$ cat src/rtl/imem_loader_ctrl_if.sv
// Host byte channel, load/run control and instruction-memory write port of the loader.
interface imem_loader_ctrl_if #(
  parameter int ADDR_W = 7
);
  logic              start_load;
  logic [7:0]        load_len;
  logic              start_run;
  logic              abort;
  logic [7:0]        byte_in;
  logic              byte_valid;
  logic              byte_ready;
  logic              imem_we;
  logic [ADDR_W-1:0] imem_waddr;
  logic [31:0]       imem_wdata;
  logic              cpu_stall;
  logic              load_done;
  logic              load_err;
  logic [1:0]        state_dbg;

  // Byte handshake: a byte transfers on a rising edge where byte_valid & byte_ready;
  // byte_valid may rise or fall freely, a byte offered while byte_ready=0 stays with the host.
  modport master (
    output start_load, load_len, start_run, abort, byte_in, byte_valid,
    input  byte_ready, imem_we, imem_waddr, imem_wdata, cpu_stall, load_done, load_err,
    input  state_dbg
  );

  modport slave (
    input  start_load, load_len, start_run, abort, byte_in, byte_valid,
    output byte_ready, imem_we, imem_waddr, imem_wdata, cpu_stall, load_done, load_err,
    output state_dbg
  );
endinterface

$ cat src/rtl/imem_loader_ctrl.sv
// Loads a program into instruction memory from a byte stream (little-endian words) and
// holds the core's fetch stalled until the load has finished or a run is requested.
module imem_loader_ctrl #(
  parameter int DEPTH  = 128,
  parameter int ADDR_W = $clog2(DEPTH)
) (
  input  logic                clk,
  input  logic                rst,
  imem_loader_ctrl_if.slave   bus
);

  typedef enum logic [1:0] {
    ST_IDLE  = 2'd0,
    ST_LOAD  = 2'd1,
    ST_WRITE = 2'd2,
    ST_RUN   = 2'd3
  } state_t;

  localparam logic [8:0] DEPTH_L = 9'(DEPTH);

  state_t            state_q, state_d;
  logic [7:0]        len_q;
  logic [ADDR_W-1:0] word_cnt_q;
  logic [1:0]        lane_q;
  logic [23:0]       lane_buf_q;
  logic [31:0]       wdata_q;
  logic              load_err_q;
  logic              load_done_q;

  logic len_ok;
  logic load_req;
  logic accept_load;
  logic reject_load;
  logic byte_fire;
  logic last_byte;
  logic last_word;
  logic busy_abort;
  logic write_ok;

  always_comb begin
    len_ok      = (bus.load_len != 8'd0) && ({1'b0, bus.load_len} <= DEPTH_L);
    load_req    = bus.start_load && ((state_q == ST_IDLE) || (state_q == ST_RUN));
    accept_load = load_req && len_ok;
    reject_load = load_req && !len_ok;
    busy_abort  = bus.abort && ((state_q == ST_LOAD) || (state_q == ST_WRITE));
    byte_fire   = bus.byte_valid && (state_q == ST_LOAD) && !bus.abort;
    last_byte   = byte_fire && (lane_q == 2'd3);
    last_word   = ({{(8-ADDR_W){1'b0}}, word_cnt_q} == (len_q - 8'd1));
    write_ok    = (state_q == ST_WRITE) && !bus.abort;
  end

  always_ff @(posedge clk or negedge rst) begin
    if (!rst) state_q <= ST_IDLE;
    else      state_q <= state_d;
  end

  always_comb begin
    state_d = state_q;
    case (state_q)
      ST_IDLE: begin
        // start_load wins over start_run even when its length is rejected
        if (accept_load)                         state_d = ST_LOAD;
        else if (!bus.start_load && bus.start_run) state_d = ST_RUN;
      end
      ST_LOAD: begin
        if (bus.abort)      state_d = ST_IDLE;
        else if (last_byte) state_d = ST_WRITE;
      end
      ST_WRITE: begin
        if (bus.abort)      state_d = ST_IDLE;
        else if (last_word) state_d = ST_RUN;
        else                state_d = ST_LOAD;
      end
      ST_RUN: begin
        if (accept_load) state_d = ST_LOAD;
      end
      default: state_d = ST_IDLE;
    endcase
  end

  always_ff @(posedge clk or negedge rst) begin
    if (!rst) begin
      len_q      <= 8'd0;
      word_cnt_q <= '0;
      lane_q     <= 2'd0;
      lane_buf_q <= 24'd0;
      wdata_q    <= 32'd0;
    end else begin
      if (accept_load) begin
        len_q      <= bus.load_len;
        word_cnt_q <= '0;
        lane_q     <= 2'd0;
      end else if (busy_abort) begin
        word_cnt_q <= '0;
        lane_q     <= 2'd0;
      end else begin
        if (byte_fire) begin
          lane_q <= lane_q + 2'd1;
          case (lane_q)
            2'd0:    lane_buf_q[7:0]   <= bus.byte_in;
            2'd1:    lane_buf_q[15:8]  <= bus.byte_in;
            2'd2:    lane_buf_q[23:16] <= bus.byte_in;
            default: wdata_q           <= {bus.byte_in, lane_buf_q};
          endcase
        end
        if (write_ok && !last_word) word_cnt_q <= word_cnt_q + 1'b1;
      end
    end
  end

  always_ff @(posedge clk or negedge rst) begin
    if (!rst) begin
      load_err_q  <= 1'b0;
      load_done_q <= 1'b0;
    end else begin
      if (accept_load)      load_err_q <= 1'b0;
      else if (reject_load) load_err_q <= 1'b1;
      // registered so it lines up with the first RUN cycle after the final write
      load_done_q <= write_ok && last_word;
    end
  end

  always_comb begin
    bus.byte_ready = (state_q == ST_LOAD);
    bus.imem_we    = write_ok;
    bus.imem_waddr = word_cnt_q;
    bus.imem_wdata = wdata_q;
    bus.cpu_stall  = (state_q != ST_RUN);
    bus.load_done  = load_done_q;
    bus.load_err   = load_err_q;
    bus.state_dbg  = state_q;
  end

endmodule
$ cat src/flat_wrapper.sv
// flat-port wrapper written by rule: the top's interface ports become plain ports
module imem_loader_ctrl_flat 
#(
  parameter int DEPTH  = 128,
  parameter int ADDR_W = $clog2(DEPTH)
)
  (clk, rst, bus_start_load, bus_load_len, bus_start_run, bus_abort, bus_byte_in, bus_byte_valid, bus_byte_ready, bus_imem_we, bus_imem_waddr, bus_imem_wdata, bus_cpu_stall, bus_load_done, bus_load_err, bus_state_dbg);
  imem_loader_ctrl_if #(.ADDR_W(ADDR_W)) bus_i ();
  input  logic clk;
  input  logic rst;
  input wire logic [$bits(bus_i.start_load)-1:0] bus_start_load;
  input wire logic [$bits(bus_i.load_len)-1:0] bus_load_len;
  input wire logic [$bits(bus_i.start_run)-1:0] bus_start_run;
  input wire logic [$bits(bus_i.abort)-1:0] bus_abort;
  input wire logic [$bits(bus_i.byte_in)-1:0] bus_byte_in;
  input wire logic [$bits(bus_i.byte_valid)-1:0] bus_byte_valid;
  output wire logic [$bits(bus_i.byte_ready)-1:0] bus_byte_ready;
  output wire logic [$bits(bus_i.imem_we)-1:0] bus_imem_we;
  output wire logic [$bits(bus_i.imem_waddr)-1:0] bus_imem_waddr;
  output wire logic [$bits(bus_i.imem_wdata)-1:0] bus_imem_wdata;
  output wire logic [$bits(bus_i.cpu_stall)-1:0] bus_cpu_stall;
  output wire logic [$bits(bus_i.load_done)-1:0] bus_load_done;
  output wire logic [$bits(bus_i.load_err)-1:0] bus_load_err;
  output wire logic [$bits(bus_i.state_dbg)-1:0] bus_state_dbg;
  assign bus_i.start_load = bus_start_load;
  assign bus_i.load_len = bus_load_len;
  assign bus_i.start_run = bus_start_run;
  assign bus_i.abort = bus_abort;
  assign bus_i.byte_in = bus_byte_in;
  assign bus_i.byte_valid = bus_byte_valid;
  assign bus_byte_ready = bus_i.byte_ready;
  assign bus_imem_we = bus_i.imem_we;
  assign bus_imem_waddr = bus_i.imem_waddr;
  assign bus_imem_wdata = bus_i.imem_wdata;
  assign bus_cpu_stall = bus_i.cpu_stall;
  assign bus_load_done = bus_i.load_done;
  assign bus_load_err = bus_i.load_err;
  assign bus_state_dbg = bus_i.state_dbg;
  imem_loader_ctrl #(.DEPTH(DEPTH), .ADDR_W(ADDR_W)) u_core (.clk(clk), .rst(rst), .bus(bus_i));
endmodule
$ cat config.mk
export PLATFORM = sky130hd
export DESIGN_NAME = imem_loader_ctrl_flat
export DESIGN_NICKNAME = d
export VERILOG_FILES = /design/src/rtl/imem_loader_ctrl_if.sv /design/src/rtl/imem_loader_ctrl.sv /design/src/flat_wrapper.sv
export SDC_FILE = /design/constraint.sdc
export NUM_CORES = 1
export LEC_CHECK = 0
export CORE_AREA = 5 5 83 93
export DETAILED_ROUTE_END_ITERATION = 10
export DIE_AREA = 0 0 88 98
export MAX_ROUTING_LAYER = met4
export PLACE_DENSITY = 0.82
export SKIP_CTS_REPAIR_TIMING = 1
export SYNTH_ARGS = -nofsm -noshare
export SYNTH_HDL_FRONTEND = slang
export SYNTH_SLANG_ARGS = --single-unit
$ cat constraint.sdc
create_clock -name clk -period 4.55 [get_ports clk]
set_clock_uncertainty 0.05 [all_clocks]
set_input_delay 0.91 -clock clk [delete_from_list [all_inputs] [get_ports clk]]
set_output_delay 0.91 -clock clk [all_outputs]
set_load 0.1 [all_outputs]
== Word-level counts from Yosys, hierarchy flattened ==
Cells that the tools add are included.

* Register bits after elaboration: 77
* Bits in latches: 0
* Memory bits (writable): 0
* Bits in read-only memories: 0
* Input port bits: 22
* Output and inout port bits: 46
* Memories kept: 0

* Add/sub/neg operators: 3
* $mul: 0
* Divide/modulo/power cells: 0
* Order comparisons: 1
* Eq/ne operators: 11
* Shifts and indexed selects: 0
* Mux-type cells: 16
* Bitwise logic cells: 3
* Reduce and logical (&&, ||, !) cells: 30

{| class="wikitable"
|+ Operators with widths
! kind !! number
|-
| two-way mux 7 bit || 3
|-
| two-way mux 2 bit || 10
|-
| AND reduction 4 bit || 4
|-
| logical AND 1 bit || 12
|-
| equality test 2 bit (second input constant) || 4
|-
| equality test 7 x 8 -> 1 bit || 1
|-
| <= comparator 8 bit (second input constant) || 1
|-
| one-hot mux 2 bit (4 select lines) || 1
|-
| nonzero test 8 bit || 1
|-
| subtractor 8 x 1 -> 8 bit (second input constant) || 1
|-
| adder 7 x 1 -> 7 bit (second input constant) || 1
|-
| inequality test 3 x 2 -> 1 bit (second input constant) || 2
|-
| nonzero test 3 bit || 2
|-
| equality test 2 x 1 -> 1 bit (second input constant) || 2
|-
| logical NOT 1 bit || 4
|-
| logical NOT 2 bit || 2
|-
| inverter 1 bit || 3
|-
| AND reduction 3 bit || 1
|-
| OR reduction 3 bit || 1
|-
| adder 2 x 1 -> 2 bit (second input constant) || 1
|-
| logical OR 1 bit || 2
|-
| two-way mux 1 bit || 2
|-
| inequality test 2 x 1 -> 1 bit (second input constant) || 1
|-
| inequality test 2 bit (second input constant) || 1
|-
| nonzero test 2 bit || 1
|}

== Logic depth before layout (Yosys ltp) ==
* Depth after elaboration: 7
* Gate-level depth with buffers: 10
* Mapped depth without buffers: 8

== Worst setup path before layout ==
OpenSTA, ideal clock, no wires.

* Path kind: register to output
* Start point: reg u_core.state_q[1] (netlist: u_core.bus.state_dbg[1])
* End point: out bus_imem_we
* Arrival: 2.407 ns
* Path slack: 1.183 ns
* Cell stages (with the launch flop): 5
* Path through: dfrtp_1 ha_1 nand2b_1 inv_1 clkbuf_1

* Longest elaborated chain between the ends: 2

{| class="wikitable"
|+ RTL lines
! element !! line !! RTL
|-
| start: declaration || imem_loader_ctrl.sv:21 || <nowiki>state_t state_q, state_d;</nowiki>
|-
| start signal: assignment || imem_loader_ctrl.sv:54 || <nowiki>else state_q <= state_d;</nowiki>
|-
| equality test 2 bit || imem_loader_ctrl.sv:49 || <nowiki>write_ok = (state_q == ST_WRITE) && !bus.abort;</nowiki>
|-
| logical AND 1 bit || imem_loader_ctrl.sv:49 ||
|-
| end: declaration || flat_wrapper.sv:18 || <nowiki>output wire logic [$bits(bus_i.imem_we)-1:0] bus_imem_we;</nowiki>
|}

No other way between the ends.

== Worst setup path in the final report ==
* Start point: in bus_abort
* End point: out bus_imem_we

* Longest elaborated chain between the ends: 2

{| class="wikitable"
|+ RTL lines
! element !! line !! RTL
|-
| start: declaration || flat_wrapper.sv:14 || <nowiki>input wire logic [$bits(bus_i.abort)-1:0] bus_abort;</nowiki>
|-
| logical NOT 1 bit || imem_loader_ctrl.sv:49 ||
|-
| logical AND 1 bit || imem_loader_ctrl.sv:49 ||
|}

No other way between the ends.

==> flow_metrics.env <==
export IMPL_pin_count=68
export IMPL_overflow_left_after_global_routing=0
export IMPL_gp_routability_congestion=0.872
export IMPL_drt_iter0_markers=79
export IMPL_critPathRequiredTime_ns=3.59
export IMPL_fill_cells=518
export IMPL_postSynth_asyncResetShare_pct=100
export IMPL_placement_cell_area_um2=4280
export IMPL_synth_flop_cell="sky130_fd_sc_hd__dfrtp_1"
export IMPL_firstDrtPassIters=5
export IMPL_yosysWarnings=0
export IMPL_number_of_standard_cell_rows_in_the_floorplan=32
export IMPL_global_route_peak_usage_layer="met2"
export IMPL_post_route_cells_drive_above_1_share_pct=15.3
export IMPL_detailed_place_hpwl_um=5270
export IMPL_setup_repair_after_global_routing_missed_its_margin="false"
export IMPL_cp_max_fo=11
export IMPL_core_area_um2=6770
export IMPL_syn_inst=290
export IMPL_rrSetupSlack_ns=1.47
export IMPL_synth_enable_flop_cells=0
export IMPL_fin_hold_ws_ns=0.441
export IMPL_grt_usage_pct=18.7
export IMPL_clk_insertion_delay_late_ns=0.35
export IMPL_worst_setup_path_end_kind="output pin"
export IMPL_chipHeight_um=98
export IMPL_drc=0
export IMPL_share_seq_of_total_power_pct=41.6
export IMPL_grt_util_met1_pct=23.8
export IMPL_cts_inserted_buffers=9
export IMPL_initial_core_util_pct=52.4
export IMPL_antenna_left=0
export IMPL_clock_root_buffer="sky130_fd_sc_hd__clkbuf_8"
export IMPL_final_design_area_no_fill_um2=4460
export IMPL_result_of_the_run="complete, no violations"
export IMPL_mean_syn_cell_area_um2=12.2
export IMPL_final_nets=394
export IMPL_avgViaCountPerCell=5.39
export IMPL_syn_cell_area_um2=3550
export IMPL_clkSinkCount=77
export IMPL_leakagePower_nw=2.09
export IMPL_routed_via_count=2433
export IMPL_cts_root_to_sink_buffers=2
export IMPL_die_width_um=88
export IMPL_fin_setup_tns_ns=0
export IMPL_dieArea_um2=8620
export IMPL_worst_ep_arrival_time_ns=2.28
export IMPL_synth_unique_cells=44
export IMPL_synth_nets=323
export IMPL_grt_start_max_net_pins=78
export IMPL_max_cap_violations=0
export IMPL_period_share_pct=71.3
export IMPL_register_area_share_after_synthesis_pct=54.3
export IMPL_final_setup_viol_count=0
export IMPL_routed_wl_um=7120
export IMPL_cts_tree="done"
export IMPL_p_sw_share_pct=41.1
export IMPL_ys_ff_latch=77
export IMPL_number_of_antenna_repair_diodes=0
export IMPL_crit_type="in -> out"
export IMPL_antenna_found_initial=0
export IMPL_post_route_min_period_ns=3.24
export IMPL_clock_share_of_power_pct=20.7
export IMPL_worstSetupStartpointType="primary input"
export IMPL_wl_per_cell_um=15.8
export IMPL_switching_power_uw=920
export IMPL_post_route_utilization_pct=65.8
export IMPL_maxSlewHeadroom_pct=34.2
export IMPL_pwr_density_cell_nw_per_um2=502
export IMPL_clock_tree_htree_level_count=3
export IMPL_internal_power_mw=1.32
export IMPL_max_clock_freq_mhz=308
export IMPL_grt_first_pass_wirelength_um=12300
export IMPL_finalWorstSetupSlack_ns=1.31
export IMPL_areaGrowthSynthToFinish_pct=25.6
export IMPL_preCtsSetupSlack_ns=0.930
export IMPL_tightestPinTransition_ns=0.984
export IMPL_timing_final_hold_violations=0
export IMPL_grt_use_met3_pct=5.23
export IMPL_combinationalPowerShare_pct=37.6
export IMPL_slew_violations=0
export IMPL_clkSlewWorstSetupHoldPaths_ns=0.08
export IMPL_min_path_type="reg -> reg"
export IMPL_vdd_ir_drop_worst_uv=374
export IMPL_portBuffers=67
export IMPL_grt_util_met2_pct=28.9
export IMPL_first_global_vias=2603
==> cells in the mapped netlist (2+ instances only) <==
master / instances / share of area, %
sky130_fd_sc_hd__dfrtp_1: 77 / 54
sky130_fd_sc_hd__nand2_1: 31 / 3.3
sky130_fd_sc_hd__mux2_1: 30 / 9.5
sky130_fd_sc_hd__mux2_2: 26 / 8.3
sky130_fd_sc_hd__inv_1: 16 / 1.7
sky130_fd_sc_hd__ha_1: 11 / 3.9
sky130_fd_sc_hd__nor2_1: 9 / 0.95
sky130_fd_sc_hd__nand4_1: 8 / 1.4
sky130_fd_sc_hd__a21oi_1: 6 / 0.85
sky130_fd_sc_hd__o21ai_0: 6 / 0.85
sky130_fd_sc_hd__xnor2_1: 6 / 1.5
sky130_fd_sc_hd__a211o_1: 5 / 1.2
sky130_fd_sc_hd__nand3_1: 5 / 0.71
sky130_fd_sc_hd__nor3_1: 5 / 0.71
sky130_fd_sc_hd__nand2_2: 4 / 0.71
sky130_fd_sc_hd__buf_2: 3 / 0.42
sky130_fd_sc_hd__buf_6: 3 / 0.95
sky130_fd_sc_hd__clkbuf_1: 3 / 0.32
sky130_fd_sc_hd__nor2b_1: 3 / 0.53
sky130_fd_sc_hd__nor4_1: 3 / 0.53
sky130_fd_sc_hd__or4_1: 3 / 0.63
sky130_fd_sc_hd__a31o_2: 2 / 0.49
sky130_fd_sc_hd__a31oi_1: 2 / 0.35
sky130_fd_sc_hd__nand2b_1: 2 / 0.35
sky130_fd_sc_hd__or3_1: 2 / 0.35
==> cell usage in the layout (no fill, tap or decap), drive strengths merged, types with 5 or more instances in the layout <==
| master | count |
|---|---|
| nor2 | 10 |
| clkbuf | 9 |
| dfrtp | 77 |
| ha | 11 |
| inv | 19 |
| nand3 | 5 |
| nand4 | 8 |
| xnor2 | 6 |
| mux2 | 56 |
| clkdlybuf4s50 | 65 |
| a211o | 5 |
| o21ai | 6 |
| nand2 | 35 |
| nor3 | 5 |
| a21oi | 6 |
==> through the flow <==
stage | total power [mW] | instances
after floorplan | 1.57 | 290
after global placement | 1.76 | 435
after detailed placement | 1.79 | 435
after CTS | 2.26 | 451
after global routing | 2.38 | 451
final | 2.24 | 451
==> layer usage <==
| layer | share of wire (%) | wire, µm |
|---|---|---|
| met1 | 43 | 3060 |
| met3 | 6.1 | 437 |
| met5 | 0 | 0 |
| met4 | 1.0 | 73 |
| met2 | 50 | 3540 |
==> sequential cells by signal (all words and copies together), names as in the netlist <==
name                   cells
u_core.bus.load_err        1
u_core.bus.state_dbg       2
u_core.bus.load_done       1
u_core.lane_q              2
u_core.len_q               8
u_core.bus.imem_wdata     32
u_core.lane_buf_q         24
u_core.bus.imem_waddr      7
==> worst max-delay path: stages <==
cell	delay, ns
sky130_fd_sc_hd__clkdlybuf4s50_1	0.47
sky130_fd_sc_hd__nand2b_1	0.24
sky130_fd_sc_hd__inv_1	0.30
sky130_fd_sc_hd__buf_4	0.36
==> worst paths after layout <==
| kind | start | end | cells past startpoint |
|---|---|---|---|
| max | bus_abort | bus_imem_we | 4 |
| min | u_core.bus.imem_wdata[16] | u_core.bus.imem_wdata[16] | 1 |
| max reg2reg | u_core.len_q[0] | u_core.bus.imem_waddr[2] | 8 |
| min reg2reg | u_core.bus.imem_wdata[16] | u_core.bus.imem_wdata[16] | 1 |
| max in group asynchronous | rst | u_core.bus.state_dbg[1] | 1 |
| min in group asynchronous | rst | u_core.bus.imem_wdata[9] | 1 |
==> power by group through the flow <==
stage | Sequential [mW] | Clock (mW) | Combinational [mW]
floorplan | 1.05 | 0 | 0.519
global placement | 0.935 | 0 | 0.825
detailed placement | 0.942 | 0 | 0.845
CTS | 0.929 | 0.479 | 0.849
global route | 0.950 | 0.513 | 0.920
finish | 0.931 | 0.464 | 0.841
==> kinds of logic after synthesis <==
family          share of synthesized area (%)
compound gates                           6.10
xor+xnor                                 1.73
fa+ha+maj                                3.88
buf+inv                                  3.38
flops                                    54.3
mux                                      17.8
simple gates                             12.8
==> area by class of cell <==
class,count,area [µm²],area share (%)
flip-flops and latches,77,1930,43.2
multi-input cells,188,1500,33.7
repair buffers,69,681,15.3
clock buffers,9,124,2.78
well taps,85,106,2.39
inverters,16,60.1,1.35
clock inverters,7,56.3,1.26
Power figures use the tool's default switching activity.
